[config.mk]
export PLATFORM = sky130hd
export DESIGN_NAME = excp_ctrl_flat
export DESIGN_NICKNAME = d
export VERILOG_FILES = /design/src/rtl/excp_pkg.sv /design/src/rtl/excp_ctrl_if.sv /design/src/rtl/excp_prio_enc.sv /design/src/rtl/excp_ctrl.sv /design/src/flat_wrapper.sv
export SDC_FILE = /design/constraint.sdc
export NUM_CORES = 1
export LEC_CHECK = 0
export ABC_AREA = 1
export CORE_MARGIN = 3
export CORE_UTILIZATION = 38
export DETAILED_ROUTE_END_ITERATION = 12
export PLACE_DENSITY = 0.92
export SYNTH_ARGS = -nofsm -noshare
export SYNTH_HDL_FRONTEND = slang
export SYNTH_SLANG_ARGS = --single-unit
[constraint.sdc]
create_clock -name clock_i -period 2.4 [get_ports clock_i]
set_clock_uncertainty 0.15 [all_clocks]
set_input_delay 0.48 -clock clock_i [delete_from_list [all_inputs] [get_ports clock_i]]
set_output_delay 0.48 -clock clock_i [all_outputs]
set_load 0.01 [all_outputs]
[src/rtl/excp_pkg.sv]
// Shared constants for the exception sequencer: ExcCodes, exception_type bit
// positions, CP0 Status/Cause field positions and FSM state encodings.
package excp_pkg;

  localparam logic [4:0] EXC_INT  = 5'd0;
  localparam logic [4:0] EXC_ADEL = 5'd4;
  localparam logic [4:0] EXC_ADES = 5'd5;
  localparam logic [4:0] EXC_SYS  = 5'd8;
  localparam logic [4:0] EXC_BP   = 5'd9;
  localparam logic [4:0] EXC_RI   = 5'd10;
  localparam logic [4:0] EXC_OV   = 5'd12;

  localparam int ET_ADEL_IF = 31;
  localparam int ET_RI      = 30;
  localparam int ET_OV      = 29;
  localparam int ET_BP      = 28;
  localparam int ET_SYS     = 27;
  localparam int ET_ADEL_LD = 26;
  localparam int ET_ADES    = 25;
  localparam int ET_ERET    = 0;

  localparam int ST_IE    = 0;
  localparam int ST_EXL   = 1;
  localparam int ST_IM_HI = 15;
  localparam int ST_IM_LO = 8;
  localparam int CA_IP_HI = 15;
  localparam int CA_IP_LO = 8;

  localparam logic [1:0] S_IDLE     = 2'd0;
  localparam logic [1:0] S_FLUSH    = 2'd1;
  localparam logic [1:0] S_REDIRECT = 2'd2;

  typedef enum logic {
    BADV_PC   = 1'b0,
    BADV_ADDR = 1'b1
  } badv_sel_e;

  function automatic logic irq_pending(input logic ie, input logic exl,
                                       input logic [7:0] im, input logic [7:0] ip);
    return ie & ~exl & (|(im & ip));
  endfunction

endpackage

[src/rtl/excp_ctrl_if.sv]
// CP0 commit command and fetch redirect handshake leaving the sequencer.
interface excp_ctrl_if;
  logic        commit_o;
  logic        commit_eret_o;
  logic [4:0]  commit_code_o;
  logic [31:0] commit_epc_o;
  logic        commit_bd_o;
  logic        commit_epc_we_o;
  logic        commit_badv_we_o;
  logic [31:0] commit_badv_o;
  logic        redirect_valid_o;
  logic [31:0] redirect_pc_o;
  logic        redirect_ready_i;

  modport master (
    output commit_o, commit_eret_o, commit_code_o, commit_epc_o, commit_bd_o,
           commit_epc_we_o, commit_badv_we_o, commit_badv_o,
           redirect_valid_o, redirect_pc_o,
    input  redirect_ready_i
  );

  modport slave (
    input  commit_o, commit_eret_o, commit_code_o, commit_epc_o, commit_bd_o,
           commit_epc_we_o, commit_badv_we_o, commit_badv_o,
           redirect_valid_o, redirect_pc_o,
    output redirect_ready_i
  );
endinterface

[src/rtl/excp_prio_enc.sv]
// Combinational priority encoder: interrupt, then synchronous exceptions in
// table order, then ERET.
module excp_prio_enc
  import excp_pkg::*;
(
  input  logic        irq,
  input  logic [31:0] exc_type,
  output logic        hit,
  output logic        eret,
  output logic [4:0]  code,
  output logic        badv_we,
  output badv_sel_e   badv_sel
);

  localparam int SYNC_N = 7;

  // Index 0 is the highest-priority synchronous exception.
  localparam int SYNC_BIT [SYNC_N] = '{ET_ADEL_IF, ET_RI, ET_OV, ET_BP,
                                       ET_SYS, ET_ADEL_LD, ET_ADES};
  localparam logic [4:0] SYNC_CODE [SYNC_N] = '{EXC_ADEL, EXC_RI, EXC_OV, EXC_BP,
                                                EXC_SYS, EXC_ADEL, EXC_ADES};
  localparam logic SYNC_BADV [SYNC_N] = '{1'b1, 1'b0, 1'b0, 1'b0, 1'b0, 1'b1, 1'b1};
  localparam badv_sel_e SYNC_SEL [SYNC_N] = '{BADV_PC, BADV_PC, BADV_PC, BADV_PC,
                                              BADV_PC, BADV_ADDR, BADV_ADDR};

  logic [SYNC_N-1:0] sync_req;
  logic              unused_bits;

  for (genvar gi = 0; gi < SYNC_N; gi++) begin : g_req
    assign sync_req[gi] = exc_type[SYNC_BIT[gi]];
  end

  assign unused_bits = ^exc_type[24:1];

  always_comb begin
    hit      = 1'b0;
    eret     = 1'b0;
    code     = EXC_INT;
    badv_we  = 1'b0;
    badv_sel = BADV_PC;
    if (irq) begin
      hit = 1'b1;
    end else if (|sync_req) begin
      hit = 1'b1;
      // Walk from lowest to highest priority so the highest set bit wins.
      for (int i = SYNC_N - 1; i >= 0; i--) begin
        if (sync_req[i]) begin
          code     = SYNC_CODE[i];
          badv_we  = SYNC_BADV[i];
          badv_sel = SYNC_SEL[i];
        end
      end
    end else if (exc_type[ET_ERET]) begin
      hit  = 1'b1;
      eret = 1'b1;
    end
  end

endmodule

[src/rtl/excp_ctrl.sv]
// Exception/interrupt sequencer: accepts one event from MEM, issues a single
// CP0 commit, flushes for FLUSH_CYCLES, then hands the redirect PC to fetch.
module excp_ctrl
  import excp_pkg::*;
#(
  parameter int          FLUSH_CYCLES = 2,
  parameter logic [31:0] EXC_VECTOR   = 32'hbfc0_0380
) (
  input  logic         clock_i,
  input  logic         reset_i,
  input  logic         mem_valid_i,
  input  logic         stall_i,
  input  logic [31:0]  exception_type_i,
  input  logic [31:0]  pc_i,
  input  logic [31:0]  exception_addr_i,
  input  logic         in_delayslot_i,
  input  logic [31:0]  cp0_status_i,
  input  logic [31:0]  cp0_cause_i,
  input  logic [31:0]  cp0_epc_i,
  excp_ctrl_if.master  cmd,
  output logic         flush_o,
  output logic         busy_o
);

  if (FLUSH_CYCLES < 1 || FLUSH_CYCLES > 15) begin : g_bad_flush_cycles
    $error("excp_ctrl: FLUSH_CYCLES must be within 1..15");
  end

  localparam logic [3:0] CNT_LOAD = 4'(FLUSH_CYCLES - 1);

  logic [1:0]  state_reg, state_next;
  logic [3:0]  cnt_reg, cnt_next;
  logic        commit_reg;
  logic        eret_reg;
  logic [4:0]  code_reg;
  logic [31:0] epc_reg;
  logic        bd_reg;
  logic        epc_we_reg;
  logic        badv_we_reg;
  logic [31:0] badv_reg;
  logic [31:0] rpc_reg;

  logic        irq;
  logic        enc_hit;
  logic        enc_eret;
  logic [4:0]  enc_code;
  logic        enc_badv_we;
  badv_sel_e   enc_badv_sel;
  logic        accept;
  logic        unused_cp0;

  assign irq = irq_pending(cp0_status_i[ST_IE], cp0_status_i[ST_EXL],
                           cp0_status_i[ST_IM_HI:ST_IM_LO],
                           cp0_cause_i[CA_IP_HI:CA_IP_LO]);

  assign unused_cp0 = ^{cp0_status_i[31:16], cp0_status_i[7:2],
                        cp0_cause_i[31:16], cp0_cause_i[7:0]};

  excp_prio_enc u_prio_enc (
    .irq      (irq),
    .exc_type (exception_type_i),
    .hit      (enc_hit),
    .eret     (enc_eret),
    .code     (enc_code),
    .badv_we  (enc_badv_we),
    .badv_sel (enc_badv_sel)
  );

  assign accept = (state_reg == S_IDLE) & mem_valid_i & ~stall_i & enc_hit;

  always_comb begin
    state_next = state_reg;
    cnt_next   = cnt_reg;
    case (state_reg)
      S_IDLE: begin
        if (accept) begin
          state_next = S_FLUSH;
          cnt_next   = CNT_LOAD;
        end
      end
      S_FLUSH: begin
        if (cnt_reg == 4'd0) begin
          state_next = S_REDIRECT;
        end else begin
          cnt_next = cnt_reg - 4'd1;
        end
      end
      S_REDIRECT: begin
        if (cmd.redirect_ready_i) begin
          state_next = S_IDLE;
        end
      end
      default: state_next = S_IDLE;
    endcase
  end

  always_ff @(posedge clock_i) begin
    if (!reset_i) begin
      state_reg   <= S_IDLE;
      cnt_reg     <= 4'd0;
      commit_reg  <= 1'b0;
      eret_reg    <= 1'b0;
      code_reg    <= 5'd0;
      epc_reg     <= 32'd0;
      bd_reg      <= 1'b0;
      epc_we_reg  <= 1'b0;
      badv_we_reg <= 1'b0;
      badv_reg    <= 32'd0;
      rpc_reg     <= 32'd0;
    end else begin
      state_reg  <= state_next;
      cnt_reg    <= cnt_next;
      commit_reg <= accept;
      if (accept) begin
        eret_reg    <= enc_eret;
        code_reg    <= enc_code;
        // The MEM instruction is not retired, so EPC points at it (or its branch).
        bd_reg      <= in_delayslot_i;
        epc_reg     <= in_delayslot_i ? (pc_i - 32'd4) : pc_i;
        epc_we_reg  <= ~cp0_status_i[ST_EXL];
        badv_we_reg <= enc_badv_we;
        badv_reg    <= !enc_badv_we ? 32'd0 :
                       (enc_badv_sel == BADV_PC) ? pc_i : exception_addr_i;
        rpc_reg     <= enc_eret ? cp0_epc_i : EXC_VECTOR;
      end
    end
  end

  assign cmd.commit_o         = commit_reg;
  assign cmd.commit_eret_o    = eret_reg;
  assign cmd.commit_code_o    = code_reg;
  assign cmd.commit_epc_o     = epc_reg;
  assign cmd.commit_bd_o      = bd_reg;
  assign cmd.commit_epc_we_o  = epc_we_reg;
  assign cmd.commit_badv_we_o = badv_we_reg;
  assign cmd.commit_badv_o    = badv_reg;
  assign cmd.redirect_valid_o = (state_reg == S_REDIRECT);
  assign cmd.redirect_pc_o    = rpc_reg;

  assign flush_o = (state_reg == S_FLUSH);
  assign busy_o  = (state_reg != S_IDLE);

endmodule

[src/flat_wrapper.sv]
// flat-port wrapper written by rule: the top's interface ports become plain ports
module excp_ctrl_flat import excp_pkg::*;
#(
  parameter int          FLUSH_CYCLES = 2,
  parameter logic [31:0] EXC_VECTOR   = 32'hbfc0_0380
)
  (clock_i, reset_i, mem_valid_i, stall_i, exception_type_i, pc_i, exception_addr_i, in_delayslot_i, cp0_status_i, cp0_cause_i, cp0_epc_i, flush_o, busy_o, cmd_commit_o, cmd_commit_eret_o, cmd_commit_code_o, cmd_commit_epc_o, cmd_commit_bd_o, cmd_commit_epc_we_o, cmd_commit_badv_we_o, cmd_commit_badv_o, cmd_redirect_valid_o, cmd_redirect_pc_o, cmd_redirect_ready_i);
  excp_ctrl_if cmd_i ();
  input  logic clock_i;
  input  logic reset_i;
  input  logic mem_valid_i;
  input  logic stall_i;
  input  logic [31:0] exception_type_i;
  input  logic [31:0] pc_i;
  input  logic [31:0] exception_addr_i;
  input  logic in_delayslot_i;
  input  logic [31:0] cp0_status_i;
  input  logic [31:0] cp0_cause_i;
  input  logic [31:0] cp0_epc_i;
  output logic flush_o;
  output logic busy_o;
  output wire logic [$bits(cmd_i.commit_o)-1:0] cmd_commit_o;
  output wire logic [$bits(cmd_i.commit_eret_o)-1:0] cmd_commit_eret_o;
  output wire logic [$bits(cmd_i.commit_code_o)-1:0] cmd_commit_code_o;
  output wire logic [$bits(cmd_i.commit_epc_o)-1:0] cmd_commit_epc_o;
  output wire logic [$bits(cmd_i.commit_bd_o)-1:0] cmd_commit_bd_o;
  output wire logic [$bits(cmd_i.commit_epc_we_o)-1:0] cmd_commit_epc_we_o;
  output wire logic [$bits(cmd_i.commit_badv_we_o)-1:0] cmd_commit_badv_we_o;
  output wire logic [$bits(cmd_i.commit_badv_o)-1:0] cmd_commit_badv_o;
  output wire logic [$bits(cmd_i.redirect_valid_o)-1:0] cmd_redirect_valid_o;
  output wire logic [$bits(cmd_i.redirect_pc_o)-1:0] cmd_redirect_pc_o;
  input wire logic [$bits(cmd_i.redirect_ready_i)-1:0] cmd_redirect_ready_i;
  assign cmd_commit_o = cmd_i.commit_o;
  assign cmd_commit_eret_o = cmd_i.commit_eret_o;
  assign cmd_commit_code_o = cmd_i.commit_code_o;
  assign cmd_commit_epc_o = cmd_i.commit_epc_o;
  assign cmd_commit_bd_o = cmd_i.commit_bd_o;
  assign cmd_commit_epc_we_o = cmd_i.commit_epc_we_o;
  assign cmd_commit_badv_we_o = cmd_i.commit_badv_we_o;
  assign cmd_commit_badv_o = cmd_i.commit_badv_o;
  assign cmd_redirect_valid_o = cmd_i.redirect_valid_o;
  assign cmd_redirect_pc_o = cmd_i.redirect_pc_o;
  assign cmd_i.redirect_ready_i = cmd_redirect_ready_i;
  excp_ctrl #(.FLUSH_CYCLES(FLUSH_CYCLES), .EXC_VECTOR(EXC_VECTOR)) u_core (.clock_i(clock_i), .reset_i(reset_i), .mem_valid_i(mem_valid_i), .stall_i(stall_i), .exception_type_i(exception_type_i), .pc_i(pc_i), .exception_addr_i(exception_addr_i), .in_delayslot_i(in_delayslot_i), .cp0_status_i(cp0_status_i), .cp0_cause_i(cp0_cause_i), .cp0_epc_i(cp0_epc_i), .cmd(cmd_i), .flush_o(flush_o), .busy_o(busy_o));
endmodule
==> flow_metrics.env <==
export IMPL_status="finished clean"
export IMPL_crit_fanout=32
export IMPL_avgSynthCellArea_um2=6.657
export IMPL_rr_worst_depth=9
export IMPL_synth_distinct_cells=38
export IMPL_p_leak_nw=3.741
export IMPL_startpoint_type="primary input"
export IMPL_drt_iter0_markers=318
export IMPL_ys_seq_area_frac=0.4183
export IMPL_finalCritPeriodShare=0.8999
export IMPL_antenna_found_initial=1
export IMPL_netlist_area_mm2=0.005313
export IMPL_min_to="u_core.cmd.commit_epc_o[0]"
export IMPL_required_ns=2.55
export IMPL_cp_slowest_stage_delay_ns=0.66
export IMPL_drtAntennaViolNets=0
export IMPL_multi_input_area_mm2=0.002698
export IMPL_drive_gt1_frac=0.07358
export IMPL_root_buffer="clkbuf_16"
export IMPL_worst_pin_slew_ns=0.8143
export IMPL_grt_pass1_wl_um=28590
export IMPL_cp_top_family="simple AND/OR/NAND/NOR gates"
export IMPL_dr_pass1_iters=5
export IMPL_crit_type="in2reg"
export IMPL_area_sequential_mm2=0.002222
export IMPL_dieArea_mm2=0.01544
export IMPL_clk_pin_slew_ns=0.07
export IMPL_dp_cells=1220
export IMPL_wl_um=17830
export IMPL_grt_setup_unrepaired="no"
export IMPL_ys_ff_latch=111
export IMPL_grt_pass1_vias=5816
export IMPL_fmax_mhz=463.0
export IMPL_cts_sinks=111
export IMPL_syn_to_final_growth_pct=57.32
export IMPL_gp_congestion=0.8915
export IMPL_yosys_warnings=0
export IMPL_path_cells="clkdlybuf4s50_1 -> nand2_1 -> nand2_1 -> nor2_1 -> nand2_1 -> nand2_2 -> nand2_1 -> nor2_4 -> nand2_1 -> nand2_1"
export IMPL_nNetsFinal=1256
export IMPL_fp_dieH_um=124.2
export IMPL_synthesis_nets=999
export IMPL_fin_util=0.6213
export IMPL_maxCapViolations=0
export IMPL_grt_overflow=0
export IMPL_final_cells=1236
export IMPL_ctsResizeCount=0
export IMPL_slew_headroom=0.4558
export IMPL_htree_num_levels=3
export IMPL_viasPerCell=4.806
export IMPL_cts_made_buffers=9
export IMPL_period_minus_slack_ns=2.160
export IMPL_wire_per_inst_um=14.43
export IMPL_cp_end_kind="register"
export IMPL_hold_viol=0
export IMPL_slew_viol_final=0
export IMPL_io_pins=307
export IMPL_holdCritPathClass="reg2reg"
export IMPL_drc=0
export IMPL_antenna_cells=0
export IMPL_hp_start="u_core.cmd.commit_epc_o[0]"
export IMPL_critical_path_arrival_ns=2.31
export IMPL_gr_usage_all_layers=0.2271
export IMPL_cts_tree="yes"
export IMPL_worstReg2RegStart="u_core.state_reg[0]"
export IMPL_r2r_slack_ns=0.37
export IMPL_ir_worst_vdd_mv=0.4629
export IMPL_critPathBufInv=1
export IMPL_vias=5940
export IMPL_clockBufferDepth=2
export IMPL_grt_max_degree=40
export IMPL_rows=42
export IMPL_cts_setup_buffers=0
export IMPL_crit_slowest_cell="nor2_4"
export IMPL_start_util=0.3949
export IMPL_power_density_mw_per_mm2=514.4
export IMPL_coreArea_mm2=0.01345
export IMPL_die_x_um=124.2
export IMPL_dp_slack_ns=-0.1236
export IMPL_hold_depth=2
export IMPL_post_dp_hpwl_um=13760
export IMPL_holdWs_ns=0.2967
export IMPL_cts_hold_buf=0
export IMPL_rr_endpoint="u_core.cmd.commit_badv_o[13]"
export IMPL_clkLatencyLatePin_ns=0.36
export IMPL_setup_violations_final=0
export IMPL_fin_ws_ns=0.2403
export IMPL_fillers=1193
export IMPL_io_buffer_count=235
export IMPL_syn_inst=798
export IMPL_cpMostUsedCell="nand2_1"
cell usage in the layout (no fill, tap or decap), types with 2 or more instances in the layout:
master           instances
nand2_1                359
clkdlybuf4s50_1        235
dfxtp_1                111
nor2_1                  89
nand3_1                 61
inv_1                   38
buf_4                   38
o21ai_0                 31
a21oi_1                 14
nand4_1                 10
xor2_1                   9
clkbuf_16                9
buf_12                   6
nor3_1                   5
nor2_4                   4
xnor2_1                  3
nand2_2                  3
o21bai_1                 3
ha_1                     3
clkinvlp_4               3
inv_2                    2
nor2_2                   2
a21o_1                   2
o21ai_2                  2
power by group:
group          internal (W)  switching, W  total (W)
clock network      0.000837      0.000687    0.00152
registers           0.00192     0.0000400    0.00196
logic              0.000442      0.000375   0.000817
area by class of cell:
type | instances | share of cell area
Sequential cell | 111 | 0.2659
Timing Repair Buffer | 279 | 0.3299
Inverter | 42 | 0.01916
Clock inverter | 5 | 0.006886
Clock buffer | 11 | 0.02904
Tap cell | 176 | 0.02635
Multi-Input combinational cell | 612 | 0.3228
cells in the mapped netlist (all sizes together):
| library cell | count | area [µm²] |
|---|---|---|
| a21o | 2 | 15.01 |
| o211ai | 1 | 7.510 |
| nor2 | 96 | 411.6 |
| dfxtp | 111 | 2222 |
| inv | 41 | 156.4 |
| ha | 3 | 37.54 |
| o21bai | 3 | 22.52 |
| o21a | 1 | 7.510 |
| conb | 1 | 3.750 |
| nor3 | 6 | 41.29 |
| nand3 | 62 | 322.8 |
| xnor2 | 3 | 26.28 |
| buf | 25 | 200.2 |
| xor2 | 9 | 78.83 |
| nor3b | 1 | 7.510 |
| clkbuf | 8 | 32.53 |
| clkinv | 1 | 3.750 |
| nand2 | 362 | 1366 |
| or2 | 1 | 6.260 |
| o2111ai | 1 | 8.760 |
| nand4 | 10 | 62.56 |
| nand3b | 1 | 7.510 |
| o21ai | 34 | 177.7 |
| a21oi | 15 | 86.34 |
metrics by stage:
step / TNS (ns) / cell area (µm²) / total power (W)
floorplan: 0 / 5313 / 0.002321
global placement: -3.011 / 8058 / 0.002798
detailed placement: -4.106 / 8058 / 0.002817
CTS: 0 / 8358 / 0.004347
global route: 0 / 8358 / 0.004499
finish: 0 / 8358 / 0.004299
metal layers:
layer | vias to the layer above | track usage | part of all wire
li1 | 3012 | - | -
met4 | 2 | 0.08317 | 0.032
met2 | 246 | 0.3998 | 0.48
met1 | 2640 | 0.2529 | 0.41
met5 | - | 0 | 0.00056
met3 | 40 | 0.07818 | 0.079
how the worst max path moves through the flow:
stage / end / cells past startpoint / startpoint / slack [ns]
2_1_floorplan: u_core.cmd.commit_epc_o[16] / 10 / pc_i[2] / 0.56
3_3_place_gp: u_core.cmd.commit_badv_o[8] / 11 / cp0_status_i[10] / -0.1
3_5_place_dp: u_core.cmd.commit_badv_o[13] / 10 / cp0_status_i[8] / -0.12
4_1_cts: u_core.cmd.commit_badv_o[13] / 10 / cp0_status_i[8] / 0.24
5_1_grt: u_core.cmd.commit_badv_o[17] / 11 / cp0_cause_i[12] / 0.07
6_report: u_core.cmd.commit_badv_o[13] / 10 / cp0_status_i[8] / 0.24
tightest hold or removal path: stages, from the launching register on:
cell	delay (ns)
dfxtp_1	0.31
nand2_1	0.06
nand2_1	0.04
logic make-up (layout without fill, tap and decap cells):
group                    Yosys count  in the layout  synth area share
AO/OA/AOI/OAI                     57             57           0.06124
AND/OR/NAND/NOR                  539            539            0.4190
flip-flops                       111            111            0.4183
other                              1              1         0.0007059
buffers and inverters             75            337           0.07395
adder cells (fa/ha/maj)            3              3          0.007066
XOR/XNOR                          12             12           0.01979
(Power assumes the default switching activity.)
